### config.mk
export PLATFORM = sky130hd
export DESIGN_NAME = tmr_rollback_ctrl
export DESIGN_NICKNAME = d
export VERILOG_FILES = /design/src/rtl/tmr_pkg.sv /design/src/rtl/tmr_ckpt_buf.sv /design/src/rtl/tmr_rollback_ctrl.sv
export SDC_FILE = /design/constraint.sdc
export NUM_CORES = 1
export LEC_CHECK = 0
export BUFFER_PORTS_ARGS = -buffer_cell sky130_fd_sc_hd__buf_4
export CAP_MARGIN = 20
export CORE_ASPECT_RATIO = 0.75
export CORE_MARGIN = 2
export CORE_UTILIZATION = 59
export CTS_CLUSTER_DIAMETER = 200
export CTS_CLUSTER_SIZE = 28
export DETAILED_ROUTE_END_ITERATION = 8
export PLACE_DENSITY = 0.87
export SLEW_MARGIN = 5
export SYNTH_ARGS = -nofsm -noshare
export SYNTH_HDL_FRONTEND = slang
export SYNTH_HIERARCHICAL = 1
export SYNTH_SLANG_ARGS = --single-unit
### constraint.sdc
create_clock -name clk -period 2.34 [get_ports clk]
set_input_delay 0.117 -clock clk [delete_from_list [all_inputs] [get_ports clk]]
set_output_delay 0.117 -clock clk [all_outputs]
set_load 0.01 [all_outputs]
### src/rtl/tmr_pkg.sv
// -----------------------------------------------------------------------------
// tmr_pkg
// Shared definitions for the TMR rollback controller and its checkpoint buffer:
//   - tmr_state_e   : recovery FSM states
//   - vote_cls_e    : classification of one voter agreement vector
//   - FAULT_*       : fault_core encoding (0 none, 1 A, 2 B, 3 C)
//   - VS_*          : voter_state patterns {AB, BC, AC} with a single culprit
//   - RESET_PC      : PC restored when no checkpoint exists
//   - classify_vote : maps voter_state to a class plus the faulty core
//   - sat_inc       : 8-bit saturating increment for the error counters
// -----------------------------------------------------------------------------
package tmr_pkg;

  typedef enum logic [1:0] {
    ST_RUN,
    ST_DEGRADED,
    ST_RESYNC,
    ST_FATAL
  } tmr_state_e;

  typedef enum logic [1:0] {
    CLS_AGREE,
    CLS_SINGLE,
    CLS_NOMAJ
  } vote_cls_e;

  localparam logic [1:0] FAULT_NONE = 2'd0;
  localparam logic [1:0] FAULT_A    = 2'd1;
  localparam logic [1:0] FAULT_B    = 2'd2;
  localparam logic [1:0] FAULT_C    = 2'd3;

  // A single pair agreeing means the core outside that pair is the odd one out.
  localparam logic [2:0] VS_AGREE   = 3'b111;
  localparam logic [2:0] VS_C_FAULT = 3'b100;
  localparam logic [2:0] VS_A_FAULT = 3'b010;
  localparam logic [2:0] VS_B_FAULT = 3'b001;

  localparam logic [31:0] RESET_PC = 32'h0;

  typedef struct packed {
    vote_cls_e  cls;
    logic [1:0] core;
  } vote_t;

  // Any pattern other than full agreement or exactly one agreeing pair has no
  // trustworthy majority (including the logically inconsistent two-pair cases).
  function automatic vote_t classify_vote(input logic [2:0] vs);
    vote_t v;
    v.cls  = CLS_NOMAJ;
    v.core = FAULT_NONE;
    case (vs)
      VS_AGREE:   v.cls = CLS_AGREE;
      VS_C_FAULT: begin v.cls = CLS_SINGLE; v.core = FAULT_C; end
      VS_A_FAULT: begin v.cls = CLS_SINGLE; v.core = FAULT_A; end
      VS_B_FAULT: begin v.cls = CLS_SINGLE; v.core = FAULT_B; end
      default:    v.cls = CLS_NOMAJ;
    endcase
    return v;
  endfunction

  function automatic logic [7:0] sat_inc(input logic [7:0] c);
    return (c == 8'hFF) ? c : c + 8'd1;
  endfunction

endpackage

### src/rtl/tmr_ckpt_buf.sv
// -----------------------------------------------------------------------------
// tmr_ckpt_buf
// Circular history of fully-agreed PCs used as rollback checkpoints.
// When full, a push overwrites the oldest entry and the read pointer moves
// with it in the same cycle, so oldest_pc always names the oldest survivor.
// A load clears the history and leaves load_pc as the only entry (load wins
// over push if both are asserted).
// Ports:
//   clk, rst_n       : clock, asynchronous active-low reset
//   push, push_pc    : append a checkpoint
//   load, load_pc    : clear and reload with a single entry
//   oldest_pc        : oldest valid entry (meaningless while fill == 0)
//   fill             : number of valid entries, 0..DEPTH
// -----------------------------------------------------------------------------
module tmr_ckpt_buf
  import tmr_pkg::*;
#(
  parameter int DEPTH = 4
) (
  input  logic                     clk,
  input  logic                     rst_n,
  input  logic                     push,
  input  logic [31:0]              push_pc,
  input  logic                     load,
  input  logic [31:0]              load_pc,
  output logic [31:0]              oldest_pc,
  output logic [$clog2(DEPTH):0]   fill
);

  localparam int PW = $clog2(DEPTH);
  localparam int CW = PW + 1;

  logic [31:0]   mem [DEPTH];
  logic [PW-1:0] rd_ptr;
  logic [PW-1:0] wr_ptr;
  logic          full;

  assign full      = (fill == CW'(DEPTH));
  assign oldest_pc = mem[rd_ptr];

  // DEPTH is a power of two, so the pointers wrap by plain overflow.
  always_ff @(posedge clk or negedge rst_n) begin
    if (!rst_n) begin
      for (int i = 0; i < DEPTH; i++) mem[i] <= RESET_PC;
      rd_ptr <= '0;
      wr_ptr <= '0;
      fill   <= '0;
    end else if (load) begin
      mem[0] <= load_pc;
      rd_ptr <= '0;
      wr_ptr <= PW'(1);
      fill   <= CW'(1);
    end else if (push) begin
      mem[wr_ptr] <= push_pc;
      wr_ptr      <= wr_ptr + PW'(1);
      if (full) rd_ptr <= rd_ptr + PW'(1);
      else      fill   <= fill + CW'(1);
    end
  end

endmodule

### src/rtl/tmr_rollback_ctrl.sv
// -----------------------------------------------------------------------------
// tmr_rollback_ctrl
// Recovery controller behind the TMR voter of the triple-core RISC-V.
// Tracks agreed PCs as checkpoints, classifies disagreements, and on a
// persistent or unmaskable fault holds all cores in reset while presenting a
// rollback PC. Repeated recoveries without a clean window end in sticky FATAL.
// Optional feature macro: TMR_ERR_CNT_EN (per-core saturating error counters;
// when undefined the err_cnt_* outputs are tied to zero).
// Ports:
//   clk, rst_in          : clock, asynchronous active-low reset
//   voter_state[2:0]     : agreement vector {AB, BC, AC}
//   pc_voted[31:0]       : voted PC
//   memwrite_voted       : voted MemWrite
//   mem_write_safe       : MemWrite gated for memory (combinational)
//   core_rst_n[2:0]      : per-core hold, active-low, {A, B, C}
//   pc_restore_en        : cores load pc_restore while high
//   pc_restore[31:0]     : rollback PC
//   fault_core[1:0]      : last identified faulty core (0 none, 1 A, 2 B, 3 C)
//   tmr_fatal            : sticky unrecoverable flag
//   err_cnt_a/b/c[7:0]   : per-core saturating fault counters
// -----------------------------------------------------------------------------
module tmr_rollback_ctrl
  import tmr_pkg::*;
#(
  parameter int CKPT_DEPTH    = 4,
  parameter int FAULT_THRESH  = 3,
  parameter int RESYNC_CYCLES = 4,
  parameter int MAX_RETRY     = 2
) (
  input  logic        clk,
  input  logic        rst_in,
  input  logic [2:0]  voter_state,
  input  logic [31:0] pc_voted,
  input  logic        memwrite_voted,
  output logic        mem_write_safe,
  output logic [2:0]  core_rst_n,
  output logic        pc_restore_en,
  output logic [31:0] pc_restore,
  output logic [1:0]  fault_core,
  output logic        tmr_fatal,
  output logic [7:0]  err_cnt_a,
  output logic [7:0]  err_cnt_b,
  output logic [7:0]  err_cnt_c
);

  localparam int CW = $clog2(CKPT_DEPTH) + 1;
  localparam int SW = $clog2(FAULT_THRESH + 1);
  localparam int HW = $clog2(RESYNC_CYCLES);
  localparam int RW = $clog2(MAX_RETRY + 2);

  tmr_state_e    state;
  vote_t         vote;
  logic          active;
  logic          start_resync;
  logic          resync_last;
  logic [SW-1:0] streak;
  logic [RW-1:0] retry;
  logic [CW-1:0] clean_cnt;
  logic [HW-1:0] hold_cnt;

  logic          ckpt_push;
  logic          ckpt_load;
  logic [31:0]   ckpt_oldest;
  logic [CW-1:0] ckpt_fill;

  assign vote   = classify_vote(voter_state);
  assign active = (state == ST_RUN) || (state == ST_DEGRADED);

  assign mem_write_safe = memwrite_voted & active & (vote.cls != CLS_NOMAJ);

  // streak is zero whenever we are in RUN, so the threshold test also covers
  // a threshold of one from RUN.
  assign start_resync = active && (
                          (vote.cls == CLS_NOMAJ) ||
                          ((vote.cls == CLS_SINGLE) &&
                           (((state == ST_DEGRADED) && (vote.core != fault_core)) ||
                            (streak >= SW'(FAULT_THRESH - 1)))));

  assign resync_last = (state == ST_RESYNC) && (hold_cnt == HW'(RESYNC_CYCLES - 1));
  assign ckpt_push   = (state == ST_RUN) && (vote.cls == CLS_AGREE) && !start_resync;
  assign ckpt_load   = resync_last;

  tmr_ckpt_buf #(
    .DEPTH (CKPT_DEPTH)
  ) u_ckpt_buf (
    .clk       (clk),
    .rst_n     (rst_in),
    .push      (ckpt_push),
    .push_pc   (pc_voted),
    .load      (ckpt_load),
    .load_pc   (pc_restore),
    .oldest_pc (ckpt_oldest),
    .fill      (ckpt_fill)
  );

  // Recovery FSM with registered outputs. Entry into RESYNC is factored out
  // because RUN and DEGRADED reach it through several different causes.
  always_ff @(posedge clk or negedge rst_in) begin
    if (!rst_in) begin
      state         <= ST_RUN;
      core_rst_n    <= 3'b111;
      pc_restore_en <= 1'b0;
      pc_restore    <= RESET_PC;
      fault_core    <= FAULT_NONE;
      tmr_fatal     <= 1'b0;
      streak        <= '0;
      retry         <= '0;
      clean_cnt     <= '0;
      hold_cnt      <= '0;
    end else if (start_resync) begin
      state         <= ST_RESYNC;
      core_rst_n    <= 3'b000;
      pc_restore_en <= 1'b1;
      pc_restore    <= (ckpt_fill == '0) ? RESET_PC : ckpt_oldest;
      if (vote.cls == CLS_SINGLE) fault_core <= vote.core;
      streak        <= '0;
      clean_cnt     <= '0;
      hold_cnt      <= '0;
    end else begin
      unique case (state)
        ST_RUN: begin
          if (vote.cls == CLS_AGREE) begin
            if (clean_cnt != CW'(CKPT_DEPTH)) clean_cnt <= clean_cnt + CW'(1);
            if (clean_cnt >= CW'(CKPT_DEPTH - 1)) retry <= '0;
          end else begin
            state      <= ST_DEGRADED;
            fault_core <= vote.core;
            streak     <= SW'(1);
            clean_cnt  <= '0;
          end
        end
        ST_DEGRADED: begin
          if (vote.cls == CLS_AGREE) begin
            state  <= ST_RUN;
            streak <= '0;
          end else begin
            streak <= streak + SW'(1);
          end
        end
        ST_RESYNC: begin
          if (resync_last) begin
            retry         <= retry + RW'(1);
            pc_restore_en <= 1'b0;
            if (retry >= RW'(MAX_RETRY)) begin
              state     <= ST_FATAL;
              tmr_fatal <= 1'b1;
            end else begin
              state      <= ST_RUN;
              core_rst_n <= 3'b111;
            end
          end else begin
            hold_cnt <= hold_cnt + HW'(1);
          end
        end
        ST_FATAL: begin
        end
      endcase
    end
  end

`ifdef TMR_ERR_CNT_EN
  logic [7:0] cnt_a;
  logic [7:0] cnt_b;
  logic [7:0] cnt_c;

  // Votes are only meaningful while the cores run; a no-majority cycle blames
  // every core because the culprit cannot be identified.
  always_ff @(posedge clk or negedge rst_in) begin
    if (!rst_in) begin
      cnt_a <= 8'h0;
      cnt_b <= 8'h0;
      cnt_c <= 8'h0;
    end else if (active) begin
      if (vote.cls == CLS_NOMAJ) begin
        cnt_a <= sat_inc(cnt_a);
        cnt_b <= sat_inc(cnt_b);
        cnt_c <= sat_inc(cnt_c);
      end else if (vote.cls == CLS_SINGLE) begin
        case (vote.core)
          FAULT_A: cnt_a <= sat_inc(cnt_a);
          FAULT_B: cnt_b <= sat_inc(cnt_b);
          FAULT_C: cnt_c <= sat_inc(cnt_c);
          default: begin
          end
        endcase
      end
    end
  end

  assign err_cnt_a = cnt_a;
  assign err_cnt_b = cnt_b;
  assign err_cnt_c = cnt_c;
`else
  assign err_cnt_a = 8'h0;
  assign err_cnt_b = 8'h0;
  assign err_cnt_c = 8'h0;
`endif

endmodule

---- After elaboration in Yosys (flattened, before gate mapping) ----
Index checks and enable logic that the tools add are counted.
cells by class
  $add $sub $neg .......................... 7
  $lt $le $gt $ge ......................... 6
  eq/ne operators ......................... 25
  multiplexer cells ....................... 50
  bitwise logic cells ..................... 6
  reduce and logical (&&, ||, !) cells .... 35
operators by type and width
  operator               count
  $mux W32               5
  $bwmux W128            1
  $mux W128              1
  $bmux W32 S2           1
  $demux W32 S2          1
  $mux W2                22
  $mux W3                11
  $reduce_and A2 Y1      7
  $ne A2 B2 Y1 const B   6
  $pmux W2 S2            3
  $pmux W2 S3            2
  $reduce_bool A2 Y1     6
  $add A2 B1 Y2 const B  5
  $eq A3 B3 Y1 const B   3
  $ne A3 B3 Y1 const B   3
  $reduce_and A4 Y1      2
  $logic_and A1 B1 Y1    7
  $add A3 B1 Y3 const B  2
  $eq A2 B2 Y1 const B   3
  $ge A3 B3 Y1 const B   2
  $ne A2 B1 Y1 const B   3
  $ne A3 B2 Y1 const B   2
  $not A2 Y3             2
  $reduce_and A3 Y1      2
  other kinds (18)       27
storage, ports and cells
  register bits ........................... 185
  bits of input ports ..................... 38
  output and inout bits ................... 64
  word-level logic and storage cells ...... 146

---- Depth between registers and ports, before layout ----
Gate-level depths: netlist of the first run.
  depth after elaboration ................. 12
  depth in mapped cells ................... 9
  mapped depth without buffers ............ 7

---- Modules after synthesis ----
The synthesis of the first run kept the hierarchy.
modules (own cells, without submodules)
  module             times used  cells each  area an instance (µm²)  seq. area each (µm²)
  tmr_ckpt_buf       1           468         6,912.9                 3,378.2
  tmr_rollback_ctrl  1           301         2,635.0                 1,202.4

---- Worst setup path before layout of the first run ----
Ideal clock, no wire load.
  path kind ............................... register -> register
  start ................................... register state[0]
  end ..................................... register u_ckpt_buf/mem[10] in the netlist's numbering
  setup time .............................. 0.125 ns
  data arrival time ....................... 1.867 ns
  required time ........................... 2.215 ns
  setup slack ............................. 0.347 ns
  stages on the path, launching flop included .. 9
  buffers on the path ..................... 2
  period minus slack after synthesis ...... 1.993 ns
  path through ............................ dfrtp_1 -> inv_1 -> ha_1 -> inv_1 -> nor2_1 -> buf_4 -> nand3b_4 -> buf_6 -> mux2_4
on the way
  cells in the longest elaborated chain, start to end .. 9
  elaborated cells between the ends (all ways) .. 15
  those cells by class .................... 2 x eq/ne; 1 x bitwise; 12 x reduce/logical
RTL lines
  item                             RTL line                                          text
  start, declared                  tmr_rollback_ctrl.sv:51                           tmr_state_e state;
  start signal, assigned           tmr_rollback_ctrl.sv:100                          state <= ST_RUN;
  start signal, assigned           tmr_rollback_ctrl.sv:111                          state <= ST_RESYNC;
  start signal, assigned           tmr_rollback_ctrl.sv:126                          state <= ST_DEGRADED;
  $eq A2 B1 Y1                     tmr_rollback_ctrl.sv:67, tmr_rollback_ctrl.sv:76
  $logic_and A1 B1 Y1              tmr_rollback_ctrl.sv:76                           (((state == ST_DEGRADED) && (vote.core != fault_core)) ||
  $logic_or A1 B1 Y1               tmr_rollback_ctrl.sv:76
  $logic_and A1 B1 Y1              tmr_rollback_ctrl.sv:75                           ((vote.cls == CLS_SINGLE) &&
  $logic_or A1 B1 Y1               tmr_rollback_ctrl.sv:74                           (vote.cls == CLS_NOMAJ) ||
  $logic_and A1 B1 Y1              tmr_rollback_ctrl.sv:73                           assign start_resync = active && (
  $logic_not A1 Y1                 tmr_rollback_ctrl.sv:80                           assign ckpt_push = (state == ST_RUN) && (vote.cls == CLS_AGREE) && !start_resync;
  $logic_and A1 B1 Y1 (*)          tmr_rollback_ctrl.sv:80
  via ckpt_push                    tmr_rollback_ctrl.sv:61                           logic ckpt_push;
  $reduce_and A2 Y1 (no line) (*)  n/a
  end signal, assigned by index    tmr_ckpt_buf.sv:54                                mem[wr_ptr] <= push_pc;
  end, declared                    tmr_ckpt_buf.sv:33                                logic [31:0] mem [DEPTH];
Mark *: on every way through the listed nets, which the timed path passes. The rest lies on a longest branch.
A chain may end at the register's enable or synchronous reset.

---- Final worst setup path of the first run ----
  start ................................... register state[0]
  end ..................................... register u_ckpt_buf/mem[120] in the netlist's numbering
on the way
  cells in the longest elaborated chain, start to end .. 9
  elaborated cells between the ends (all ways) .. 15
  those cells by class .................... 2 x eq/ne; 1 x mux; 12 x reduce/logical
RTL lines
  item                              RTL line
  $eq A2 B1 Y1                      tmr_rollback_ctrl.sv:67, tmr_rollback_ctrl.sv:76
  $logic_and A1 B1 Y1               tmr_rollback_ctrl.sv:76
  $logic_or A1 B1 Y1                tmr_rollback_ctrl.sv:76
  $logic_and A1 B1 Y1               tmr_rollback_ctrl.sv:75
  $logic_or A1 B1 Y1                tmr_rollback_ctrl.sv:74
  $logic_and A1 B1 Y1               tmr_rollback_ctrl.sv:73
  $logic_not A1 Y1                  tmr_rollback_ctrl.sv:80
  $logic_and A1 B1 Y1 (*)           tmr_rollback_ctrl.sv:80
  via ckpt_push                     tmr_rollback_ctrl.sv:61
  $reduce_bool A2 Y1 (no line) (*)  n/a
Marked as above.

==> metrics.md, run 1 <==
| Metric | Value |
|---|---|
| Status | `complete, no violations` |
| Initial DRC Count | `approximately 570` |
| Placed cell count | `around 1000` |
| Kind of critical path | `flop to flop` |
| Worst R2R Path Depth | `7` |
| Power per cell area | `1230 nW/µm²` |
| Routed via count | `~6600` |
| Worst setup SP type | `flop` |
| Layout Utilization | `0.705` |
| Mapped Avg Cell Area | `around 12 µm²` |
| Number of H-tree levels | `4` |
| Max Fclk | `0.446 GHz` |
| Clock power share | `0.209` |
| Hold Path Depth | `4` |
| P_int | `about 9.1 mW` |
| Number of inserted diodes | `0` |
| Port bufs | `77` |
| Post-route antenna net violation count | `0` |
| Power share of the sequential group | `0.402` |
| Worst vdd ir | `~0.68 mV` |
| Antenna violations before repair | `0` |
| RR Startpoint | `state[0]` |
| Dpl hpwl | `between 10 and 15 mm` |
| Synth Cell Area | `approximately 9500 µm²` |
| Layout Skew | `0.00946 ns` |
| Critical Path RT | `~2.6 ns` |
| Final wirelength | `around 22 mm` |
| DRC violations left | `0` |
| Comb pwr share | `0.388` |
| RD Place Congestion | `approximately 0.83` |
| Final Hold Fails | `0` |
| Top cells by count, synth | `dfrtp_1 (182), nand2_1 (109), mux2_4 (90)` |
| Initial Util | `0.600` |
| Most used cell along the critical path | `inv_1` |
| Hold Path Origin | `voter_state[1]` |
| Final setup fails | `0` |
| Post-Layout Cell Count | `~1100` |
| Largest net degree at the start of global routing | `72` |
| Core Box Area | `between 15000 and 20000 µm²` |
| RSZ-0062 raised after global routing | `false` |
| Top cell type's share of synthesized area | `0.477` |
| Full die area | `roughly 17000 µm²` |
| Switching pwr | `4.73 mW` |
| Remaining Overflow, GRT | `0` |
| Most common cell in the synthesized netlist | `dfrtp_1` |
| Nets | `between 900 and 1000` |
| Final slew viol count | `0` |
| P_leak | `around 5.5 nW` |
| Slew HR | `0.383` |
| CP Cell Sequence | `inv_1, ha_1, inv_1, nor2_4, buf_4, and2_2, o311ai_0` |
| Final Instance Area | `roughly 11000 µm²` |
| Die H | `approximately 110 µm` |
| Wire per inst | `approximately 20 µm` |
| Tmin final | `around 2.2 ns` |
| Total CTS buffers | `17` |
| Part of the cycle the worst path needs | `0.959` |
| Share of layout cells above drive strength 1 | `0.327` |
| Worst slew pin tran | `0.925 ns` |
| HP Class | `input port to flop` |
| Number of I/O pins | `102` |
| Ys async rst share | `1.00` |
| Top FF cell, synth | `dfrtp_1` |
| Crit path arrival time | `2.52 ns` |
| Hold slack | `0.146 ns` |
| Switch share | `0.341` |
| Reg clk slew, reported paths | `approximately 0.070 ns` |
| Final worst slack | `slightly below 0.1 ns` |
| Combined global-route utilization of all metal layers | `0.270` |
| CP Max Fanout | `16` |
| Clock sink total | `between 150 and 200` |
| Post-synthesis sequential area ratio | `0.480` |
| Worst setup EP type | `flop` |
| Post-synthesis register bit count | `~180` |
| Top cells by area, synth | `dfrtp_1 (48%), mux2_4 (14%), mux4_2 (7.5%)` |
| Clk Latency, worst-skew pair | `0.43 ns` |
| Synth warn | `6` |
| Setup WS pre-CTS | `roughly 0.078 ns` |
| Max Cap Viol | `0` |
| Crit-path slowest cell | `and2_2` |
| Total power draw | `13.8 mW` |
| Site row count | `40` |
| Die Width | `between 150 and 200 µm` |
| Clock Path Buffers | `2` |
| Setup crit start | `state[0]` |
| Synth Instances | `769` |
| First-pass GRT wire length | `35.6 mm` |
| CTS tree | `built` |
| Post-synth EDFFs | `0` |
| Avg Vias per Cell | `6.00` |
| Post-CTS sizing | `0` |
| Vias in the first global route | `6611` |
| Placed cell area | `10300 µm²` |
| Slowest stage delay, CP | `slightly below 0.5 ns` |
| Largest area contributor in the netlist | `dfrtp_1` |
| Setup TNS | `0 ns` |
| Pre-antenna DRT Iters | `4` |
| Syn-to-layout area delta | `17.5%` |
| Clock Tree Root | `clkbuf_16` |
| Synth cell types | `slightly below 60` |
power groups by stage:
stage / combinational [mW] / clock, mW / sequential [mW]
after floorplan: 3.75 / 0 / 5.31
after global placement: 5.01 / 0 / 5.50
after detailed placement: 5.22 / 0 / 5.56
after CTS: 5.33 / 2.94 / 5.55
after global routing: 5.79 / 3.09 / 5.72
final: 5.37 / 2.90 / 5.57
area by class of cell:
type                            instances  area (µm²)
Inverter                               49         184
Tap cell                              210         263
Clock buffer                           19         453
Timing Repair Buffer                  140        1250
Sequential cell                       183        4580
Multi-Input combinational cell        481        4340
Fill cell                            1023        4690
Clock inverter                         13         145
flip-flops by register name, summed over array words and instances (netlist names):
| name | cells |
|---|---|
| u_ckpt_buf/mem | 128 |
| pc_restore | 32 |
| clean_cnt | 3 |
| u_ckpt_buf/fill | 3 |
| fault_core | 2 |
| hold_cnt | 2 |
| retry | 2 |
| state | 2 |
| streak | 2 |
| u_ckpt_buf/rd_ptr | 2 |
| u_ckpt_buf/wr_ptr | 2 |
| core_rst_n | 1 |
| pc_restore_en | 1 |
| tmr_fatal | 1 |
worst max-delay path, delay by kind of cell (launching register included):
kind | cells | cell delay [ns]
buffers and inverters | 3 | 0.51
flip-flops | 1 | 0.41
AND/OR/NAND/NOR | 2 | 0.67
adder cells (fa/ha/maj) | 1 | 0.30
AO/OA/AOI/OAI | 1 | 0.20
kinds of logic after synthesis:
| kind of cell | Yosys count | share of synthesized area |
|---|---|---|
| AND/OR/NAND/NOR | 230 | 0.128 |
| buffers and inverters | 129 | 0.0769 |
| flip-flops | 183 | 0.480 |
| other | 1 | 0.000393 |
| AO/OA/AOI/OAI | 71 | 0.0592 |
| adder cells (fa/ha/maj) | 17 | 0.0220 |
| multiplexers | 133 | 0.230 |
| XOR/XNOR | 5 | 0.00459 |
path summary, 6_finish.rpt:
path	to	slack, ns
setup / recovery	u_ckpt_buf/mem[120]	0.1
hold / removal	fault_core[1]	0.15
setup reg to reg	u_ckpt_buf/mem[120]	0.1
hold reg to reg	pc_restore_en	0.49
max in group asynchronous	u_ckpt_buf/mem[76]	1.30
min in group asynchronous	clean_cnt[2]	0.24
cell usage in the layout, fill, tap and decap left out, types with 3 or more instances in the layout:
cell type	n
a21oi_1	8
and3_1	4
buf_12	9
buf_4	97
clkbuf_16	17
clkinvlp_4	5
conb_1	24
dfrtp_1	180
dlygate4sd3_1	33
ha_1	15
inv_1	48
inv_6	3
mux2_2	8
mux2_4	90
mux2i_1	3
mux4_2	32
nand2_1	109
nand2b_1	4
nand3_1	36
nand3b_4	3
nand4b_1	32
nor2_1	17
nor2b_1	6
nor3_1	5
o21ai_0	9
o311ai_0	28
o311ai_1	4
or3_1	3
xnor2_1	3
per-layer routing:
| metal | part of all wire | global-route usage | vias up | wire (µm) |
|---|---|---|---|---|
| met5 | 0 | 0 | - | 0 |
| li1 | - | - | 2899 | - |
| met1 | 0.44 | 0.388 | 3365 | 9730 |
| met2 | 0.48 | 0.421 | 285 | 10700 |
| met4 | 0.012 | 0.0679 | 0 | 258 |
| met3 | 0.067 | 0.0625 | 23 | 1500 |
timing repair:
action | in CTS | in global routing
hold buffers | 33 | 0
setup buffers | 0 | 1
endpoints found under the setup margin | 0 | 16
hold endpoints to repair | 164 | 0
Power figures use the tool's default switching activity.
==> run 2: changes to the inputs <==
--- a/config.mk
+++ b/config.mk
@@ -8,7 +8,7 @@
 export BUFFER_PORTS_ARGS = -buffer_cell sky130_fd_sc_hd__buf_4
 export CAP_MARGIN = 20
 export CORE_ASPECT_RATIO = 0.75
-export CORE_MARGIN = 2
+export CORE_MARGIN = 5
 export CORE_UTILIZATION = 59
 export CTS_CLUSTER_DIAMETER = 200
 export CTS_CLUSTER_SIZE = 28
==> run 2 against run 1 <==
Effect of this change: cell count fell by 0.55%; sequential cell count did not move; design area barely moved; critical endpoint is now retry[1]; critical path type unchanged; non-clock buffer count fell by 5; worst setup slack improved by 0.041 ns; core utilization fell by 0.23 points; wire length rose by 5.2%; register-to-register slack improved by 0.04 ns.
==> metrics.md, run 2 (synthesis gave the netlist of run 1 again) <==
| Metric | Value |
|---|---|
| Status | `complete, no violations (unchanged)` |
| Final Hold Fails | `0 (unchanged)` |
| Clock Path Buffers | `2 (unchanged)` |
| Post-route antenna net violation count | `0 (unchanged)` |
| Clock sink total | `183 (unchanged)` |
| Number of H-tree levels | `4 (unchanged)` |
| Share of layout cells above drive strength 1 | `0.323 (was 0.327)` |
| Port bufs | `77 (unchanged)` |
| Layout Skew | `0.0102 ns (was 0.00946 ns)` |
| Max reg flops | `128 (unchanged)` |
| Die Width | `157 µm (was 151 µm)` |
| P_leak | `5.53 nW (about the same)` |
| Slowest stage delay, CP | `0.47 ns (was 0.49 ns)` |
| First-pass GRT wire length | `37.3 mm (was 35.6 mm)` |
| Initial DRC Count | `569 (unchanged)` |
| Slew HR | `0.383 (about the same)` |
| Part of the cycle the worst path needs | `0.941 (was 0.959)` |
| Largest net degree at the start of global routing | `82 (was 72)` |
| Max Cap Viol | `0 (unchanged)` |
| Worst slew pin tran | `0.926 ns (was 0.925 ns)` |
| Setup TNS | `0 ns (unchanged)` |
| Worst setup SP type | `flop (unchanged)` |
| CP Cell Sequence | `nor4bb_1, nor3_1, o221ai_2, a21boi_4, or3_1, a22o_1 (was inv_1, ha_1, inv_1, nor2_4, buf_4, and2_2, o311ai_0)` |
| Worst R2R Path Depth | `6 (was 7)` |
| Site row count | `40 (unchanged)` |
| Max Fclk | `0.454 GHz (was 0.446 GHz)` |
| Power per cell area | `1250 nW/µm² (was 1230 nW/µm²)` |
| Top Registers | `u_ckpt_buf/mem (128), pc_restore (32) (unchanged)` |
| Worst vdd ir | `0.617 mV (was 0.679 mV)` |
| Die H | `120 µm (was 114 µm)` |
| Final setup fails | `0 (unchanged)` |
| CTS tree | `built (unchanged)` |
| Combined global-route utilization of all metal layers | `0.251 (was 0.270)` |
| Avg Vias per Cell | `6.05 (was 6.00)` |
| Final wirelength | `23.4 mm (was 22.2 mm)` |
| Largest Register | `u_ckpt_buf/mem (unchanged)` |
| Core Box Area | `16000 µm² (was 15900 µm²)` |
| RD Place Congestion | `0.839 (was 0.833)` |
| Dpl hpwl | `14.6 mm (was 13.7 mm)` |
| HP Class | `input port to async pin (was input port to flop)` |
| Final slew viol count | `0 (unchanged)` |
| Number of inserted diodes | `0 (unchanged)` |
| Clock Tree Root | `clkbuf_16 (unchanged)` |
| Number of I/O pins | `102 (unchanged)` |
| Remaining Overflow, GRT | `0 (unchanged)` |
| Most common cell after layout, fill and taps aside | `dfrtp_1 (unchanged)` |
| Seq. cell area | `4580 µm² (unchanged)` |
| Pre-antenna DRT Iters | `5 (was 4)` |
| Critical Path Stages | `6 (was 7)` |
| Worst setup EP type | `flop (unchanged)` |
| Reg clk slew, reported paths | `0.07 ns (about the same)` |
| Kind of critical path | `flop to flop (unchanged)` |
| Antenna violations before repair | `0 (unchanged)` |
| Vias in the first global route | `6892 (was 6611)` |
| Nets | `920 (was 926)` |
| Multi-input gate area | `4340 µm² (about the same)` |
| Crit path arrival time | `2.52 ns (about the same)` |
| Syn-to-layout area delta | `17.5% (about the same)` |
| Routed via count | `6590 (was 6572)` |
| Placed cell count | `1024 (was 1028)` |
| RSZ-0062 raised after global routing | `false (unchanged)` |
| Initial Util | `0.598 (was 0.600)` |
| Full die area | `18900 µm² (was 17200 µm²)` |
| Critical Path RT | `2.65 ns (was 2.61 ns)` |
| Crit-path slowest cell | `dfrtp_1 (was and2_2)` |
| Buf/Inv on CP | `0 (was 3)` |
| Post-Layout Cell Count | `1089 (was 1095)` |
| FILL cells | `1076 (was 1023)` |
| CP Max Fanout | `12 (was 16)` |
| Clk Latency, worst-skew pair | `0.43 ns (about the same)` |
| Total CTS buffers | `17 (unchanged)` |
| Tmin final | `2.20 ns (was 2.24 ns)` |
| DRC violations left | `0 (unchanged)` |
| Wire per inst | `21.4 µm (was 20.3 µm)` |
| Delay-heaviest family, CP | `simple AND/OR/NAND/NOR gates (unchanged)` |
| Most frequent cells in the layout | `dfrtp_1 (180), nand2_1 (109), mux2_4 (90), buf_4 (89), inv_1 (48) (was dfrtp_1 (180), nand2_1 (109), buf_4 (97), mux2_4 (90), inv_1 (48))` |
run 2: changes by cell type in the layout (fill, tap and decap cells not counted), sizes merged:
cell	delta
and2	-1
clkbuf	-1
clkinv	+6
bufinv	+1
inv	-1
buf	-5
clkinvlp	-5
run 2: timing repair:
item,4_1_cts,5_1_grt
endpoints found under the setup margin,0,8
gates resized for setup,0,2
endpoints found under the hold margin,136,0
hold buffers,33,0
buffers inserted,0,0
run 2: layout make-up:
class,instances,area share
clock buffer,18,0.0391
clock inverter,14,0.0153
inverter,49,0.0164
multi-input combinational,480,0.387
sequential,183,0.408
tap,210,0.0234
timing repair buffer,135,0.111
run 2: worst reg2reg max path, stage by stage (launching register included):
cell and delay, ns:
dfrtp_1 0.47, nor4bb_1 0.31, nor3_1 0.11, o221ai_2 0.30, a21boi_4 0.18, or3_1 0.46
a22o_1 0.27
run 2: final timing paths:
path / start / to / slack, ns
max: fault_core[0] / retry[1] / 0.14
max in group asynchronous: rst_in / u_ckpt_buf/mem[67] / 1.41
min reg2reg: tmr_fatal / tmr_fatal / 0.50
max reg2reg: fault_core[0] / retry[1] / 0.14
min in group clk: voter_state[1] / fault_core[1] / 0.17
min: rst_in / streak[1] / 0.17
run 2: report_power, final:
part / total, mW / switching, mW / internal [mW]
clock: 2.99 / 1.27 / 1.72
sequential: 5.62 / 1.08 / 4.54
combinational: 5.37 / 2.46 / 2.92
total: 14.0 / 4.81 / 9.17
run 2: layer usage:
| metal | wire [µm] | part of all wire | track usage |
|---|---|---|---|
| met1 | 9870 | 0.42 | 0.352 |
| met2 | 11400 | 0.49 | 0.401 |
| met3 | 1720 | 0.074 | 0.0533 |
| met4 | 380 | 0.016 | 0.0715 |
| met5 | 0 | 0 | 0 |
run 2: metrics by stage:
stage / util / total power [mW] / setup WS (ns) / hold WS, ns / cell area, µm²
after floorplan: - / 9.05 / 0.347 / -0.179 / 9630
after global placement: 0.643 / 10.5 / 0.266 / 0.0548 / 10300
after detailed placement: 0.643 / 10.8 / 0.173 / 0.0549 / 10300
after CTS: 0.702 / 14.0 / 0.103 / 0.155 / 11200
after global routing: 0.703 / 14.7 / 0.0154 / 0.176 / 11200
final: 0.703 / 14.0 / 0.137 / 0.166 / 11200
==> run 3: changes to the inputs <==
--- a/config.mk
+++ b/config.mk
@@ -14,8 +14,8 @@
 export CTS_CLUSTER_SIZE = 28
 export DETAILED_ROUTE_END_ITERATION = 8
 export PLACE_DENSITY = 0.87
+export RECOVER_POWER = 100
 export SLEW_MARGIN = 5
 export SYNTH_ARGS = -nofsm -noshare
 export SYNTH_HDL_FRONTEND = slang
-export SYNTH_HIERARCHICAL = 1
 export SYNTH_SLANG_ARGS = --single-unit
==> run 3 against run 2 <==
Effect of this change: the run now ends with capacitance limit, slew limit left; critical path depth is 2 higher; via count down 7.2%; synthesized cell count down 6.8%; first-iteration DRC count is 25% lower; critical endpoint is now fault_core[1]; largest cell class unchanged.
==> metrics.md, run 3 <==
| Metric | Value |
|---|---|
| Met2 usage | `0.440 (was 0.401)` |
| Largest net degree at the start of global routing | `72 (was 82)` |
| Routed via count | `6118 (was 6590)` |
| Placed cell count | `971 (was 1024)` |
| FILL cells | `994 (was 1076)` |
| Grt met3 use | `0.0473 (was 0.0533)` |
| Kind of critical path | `input port to flop (was flop to flop)` |
| Multi-input gate area | `3820 µm² (was 4340 µm²)` |
| Layout Skew | `0.0114 ns (was 0.0102 ns)` |
| Site row count | `38 (was 40)` |
| Combined global-route utilization of all metal layers | `0.253 (was 0.251)` |
| Power per cell area | `1290 nW/µm² (was 1250 nW/µm²)` |
| Clock Tree Root | `clkbuf_16 (unchanged)` |
| Worst vdd ir | `0.636 mV (was 0.617 mV)` |
| Number of inserted diodes | `0 (unchanged)` |
| Number of H-tree levels | `4 (unchanged)` |
| Top cells by count, synth | `dfrtp_1 (182), nand2_1 (108), mux2_2 (96) (was dfrtp_1 (182), nand2_1 (109), mux2_4 (90))` |
| Full die area | `17500 µm² (was 18900 µm²)` |
| Core Box Area | `14500 µm² (was 16000 µm²)` |
| CP Cell Sequence | `dlygate4sd3_1, buf_4, or3b_1, a221oi_2, o211ai_1, a21oi_1, o21ai_0, a2bb2oi_1 (was nor4bb_1, nor3_1, o221ai_2, a21boi_4, or3_1, a22o_1)` |
| Syn-to-layout area delta | `17.9% (was 17.5%)` |
| Post-Layout Cell Count | `1037 (was 1089)` |
| RR Endpoint | `fault_core[1] (was retry[1])` |
| Wire per inst | `20.3 µm (was 21.4 µm)` |
| Setup TNS | `0 ns (unchanged)` |
| Post-synth EDFFs | `0 (unchanged)` |
| Buf/Inv on CP | `2 (was 0)` |
| Initial DRC Count | `429 (was 569)` |
| Nets | `878 (was 920)` |
| Top Registers | `u_ckpt_buf.mem (128), pc_restore (32) (was u_ckpt_buf/mem (128), pc_restore (32))` |
| Status | `finished, violations left (was complete, no violations)` |
| Most frequent cells in the layout | `dfrtp_1 (180), nand2_1 (113), mux2_2 (96), o21ai_0 (67), buf_4 (47) (was dfrtp_1 (180), nand2_1 (109), mux2_4 (90), buf_4 (89), inv_1 (48))` |
| Max Fclk | `0.449 GHz (was 0.454 GHz)` |
| Die H | `116 µm (was 120 µm)` |
| Switching pwr | `4.56 mW (was 4.81 mW)` |
| Number of I/O pins | `102 (unchanged)` |
| Vias in the first global route | `6434 (was 6892)` |
| P_int | `8.85 mW (was 9.17 mW)` |
| RR Startpoint | `fault_core[0] (unchanged)` |
| Critical Path RT | `2.68 ns (was 2.65 ns)` |
| Final slew viol count | `62 (was 0)` |
| Dpl hpwl | `13.4 mm (was 14.6 mm)` |
| Max Cap Viol | `1 (was 0)` |
| Seq. cell area | `4580 µm² (unchanged)` |
| Final wirelength | `21.1 mm (was 23.4 mm)` |
| Switch share | `0.340 (was 0.344)` |
| Crit-path slowest cell | `dlygate4sd3_1 (was dfrtp_1)` |
| Largest area contributor in the netlist | `dfrtp_1 (unchanged)` |
| RSZ-0062 raised after global routing | `false (unchanged)` |
| Global routing usage on met1 | `0.323 (was 0.352)` |
| RD Place Congestion | `0.847 (was 0.839)` |
| Port bufs | `77 (unchanged)` |
| Synth Cell Area | `8800 µm² (was 9550 µm²)` |
| Comb pwr share | `0.342 (was 0.384)` |
| Worst setup SP type | `input port (was flop)` |
| Initial Util | `0.605 (was 0.598)` |
| Failing checks | `capacitance limit, slew limit` |
| Internal reg-to-reg setup slack | `0.11 ns (was 0.14 ns)` |
| Ys async rst share | `1.00 (unchanged)` |
| Final Instance Area | `10400 µm² (was 11200 µm²)` |
| Reg clk slew, reported paths | `0.07 ns (about the same)` |
| Pre-antenna DRT Iters | `5 (unchanged)` |
| Final Hold Fails | `0 (unchanged)` |
| Post-synthesis register bit count | `183 (unchanged)` |
| Hold Path Depth | `3` |
| Worst setup EP type | `flop (unchanged)` |
| Hold Path Origin | `voter_state[2]` |
| Hold path endpoint | `fault_core[1]` |
| Slew HR | `-0.0887 (was 0.383)` |
| Most common cell in the synthesized netlist | `dfrtp_1 (unchanged)` |
| Worst R2R Path Depth | `6 (unchanged)` |
| Clock power share | `0.239 (was 0.214)` |
| HP Class | `input port to flop (was input port to async pin)` |
| Share of layout cells above drive strength 1 | `0.290 (was 0.323)` |
| Synth warn | `0 (was 6)` |
| CP Max Fanout | `11 (was 12)` |
| Setup crit start | `voter_state[0] (was fault_core[0])` |
| Total CTS buffers | `17 (unchanged)` |
| Synth cell types | `56 (was 59)` |
| Post-synthesis sequential area ratio | `0.520 (was 0.480)` |
| Clock sink total | `183 (unchanged)` |
| Post-route antenna net violation count | `0 (unchanged)` |
| Clk Latency, worst-skew pair | `0.43 ns (about the same)` |
| Crit path arrival time | `2.57 ns (was 2.52 ns)` |
| First-pass GRT wire length | `33.8 mm (was 37.3 mm)` |
| Tmin final | `2.23 ns (was 2.20 ns)` |
| Top cells by area, synth | `dfrtp_1 (52%), mux2_2 (12%), mux4_2 (8.2%) (was dfrtp_1 (48%), mux2_4 (14%), mux4_2 (7.5%))` |
| CTS tree | `built (unchanged)` |
| Max reg flops | `128 (unchanged)` |
| Mapped Avg Cell Area | `12.3 µm² (was 12.4 µm²)` |
| Antenna violations before repair | `0 (unchanged)` |
| Placed cell area | `9620 µm² (was 10300 µm²)` |
| Most common cell after layout, fill and taps aside | `dfrtp_1 (unchanged)` |
| Synth Instances | `717 (was 769)` |
| Avg Vias per Cell | `5.90 (was 6.05)` |
| Die Width | `151 µm (was 157 µm)` |
| Part of the cycle the worst path needs | `0.953 (was 0.941)` |
| Top cell type's share of synthesized area | `0.517 (was 0.477)` |
| Power share of the sequential group | `0.419 (was 0.402)` |
| Top FF cell, synth | `dfrtp_1 (unchanged)` |
| Remaining Overflow, GRT | `0 (unchanged)` |
| Slowest stage delay, CP | `0.55 ns (was 0.47 ns)` |
| Clock Path Buffers | `2 (unchanged)` |
| P_leak | `4.96 nW (was 5.53 nW)` |
| GRT busiest layer | `met2 (unchanged)` |
| Post-CTS Setup Inserts | `0 (unchanged)` |
| Delay-heaviest family, CP | `compound AO/OA/AOI/OAI gates (was simple AND/OR/NAND/NOR gates)` |
| DRC violations left | `0 (unchanged)` |
| Worst slew pin tran | `1.63 ns (was 0.926 ns)` |
| Final setup fails | `0 (unchanged)` |
| Largest Register | `u_ckpt_buf.mem (was u_ckpt_buf/mem)` |
run 3: per-stage QoR:
step	hold WS, ns	setup slack (ns)	utilization	power [mW]
after global placement	0.134	0.244	0.661	9.89
after floorplan	-0.179	0.0911	-	8.76
final	0.0486	0.111	0.714	13.4
after global routing	0.0502	0.0231	0.714	14.2
after CTS	0.0390	0.144	0.730	13.8
after detailed placement	0.144	0.222	0.661	10.4
run 3: worst max-delay path by stage:
stage,end,depth (start not counted)
after global placement,state[0],6
after CTS,pc_restore[19],9
after detailed placement,state[0],6
final,fault_core[1],8
after floorplan,u_ckpt_buf.mem[34],9
after global routing,u_ckpt_buf.mem[32],8
run 3: area by class of cell:
| class | instances | share of cell area |
|---|---|---|
| inverter | 14 | 0.00506 |
| sequential | 183 | 0.441 |
| tap | 200 | 0.0241 |
| multi-input combinational | 473 | 0.368 |
| clock buffer | 19 | 0.0427 |
| timing repair buffer | 135 | 0.0983 |
| clock inverter | 13 | 0.0207 |
run 3: what timing repair did:
action	4_1_cts	5_1_grt
endpoints found under the hold margin	155	0
endpoints found under the setup margin	0	12
gates resized for setup	0	1
hold buffers	34	0
run 3: cell families (layout without fill, tap and decap cells):
kind of cell	Yosys count	after routing	share of synthesized area
and+or+nand+nor	160	160	0.0802
other	1	24	0.000426
DFF	183	183	0.520
xor gates and xnor gates	7	7	0.00782
AOI/OAI and AO/OA	104	104	0.0701
buffers and inverters	84	181	0.0550
muxes	162	162	0.243
adders and majority gates	16	16	0.0227
run 3: metal layers:
metal | part of all wire | vias to the layer above | wire, µm
met4 | 0.020 | 0 | 428
li1 | - | 2690 | -
met5 | 0 | - | 0
met2 | 0.51 | 257 | 10800
met1 | 0.40 | 3128 | 8470
met3 | 0.066 | 43 | 1380
run 3: tightest hold or removal path, cell delays in order:
cell	delay, ns
buf_4	0.15
nor2_1	0.09
a2bb2oi_1	0.07
run 3: power groups by stage:
stage               clock (mW)  combinational, mW  sequential [mW]
floorplan                    0               3.37             5.39
global placement             0               4.47             5.42
detailed placement           0               4.81             5.61
CTS                       3.23               4.93             5.61
global route              3.36               5.08             5.75
finish                    3.20               4.58             5.62
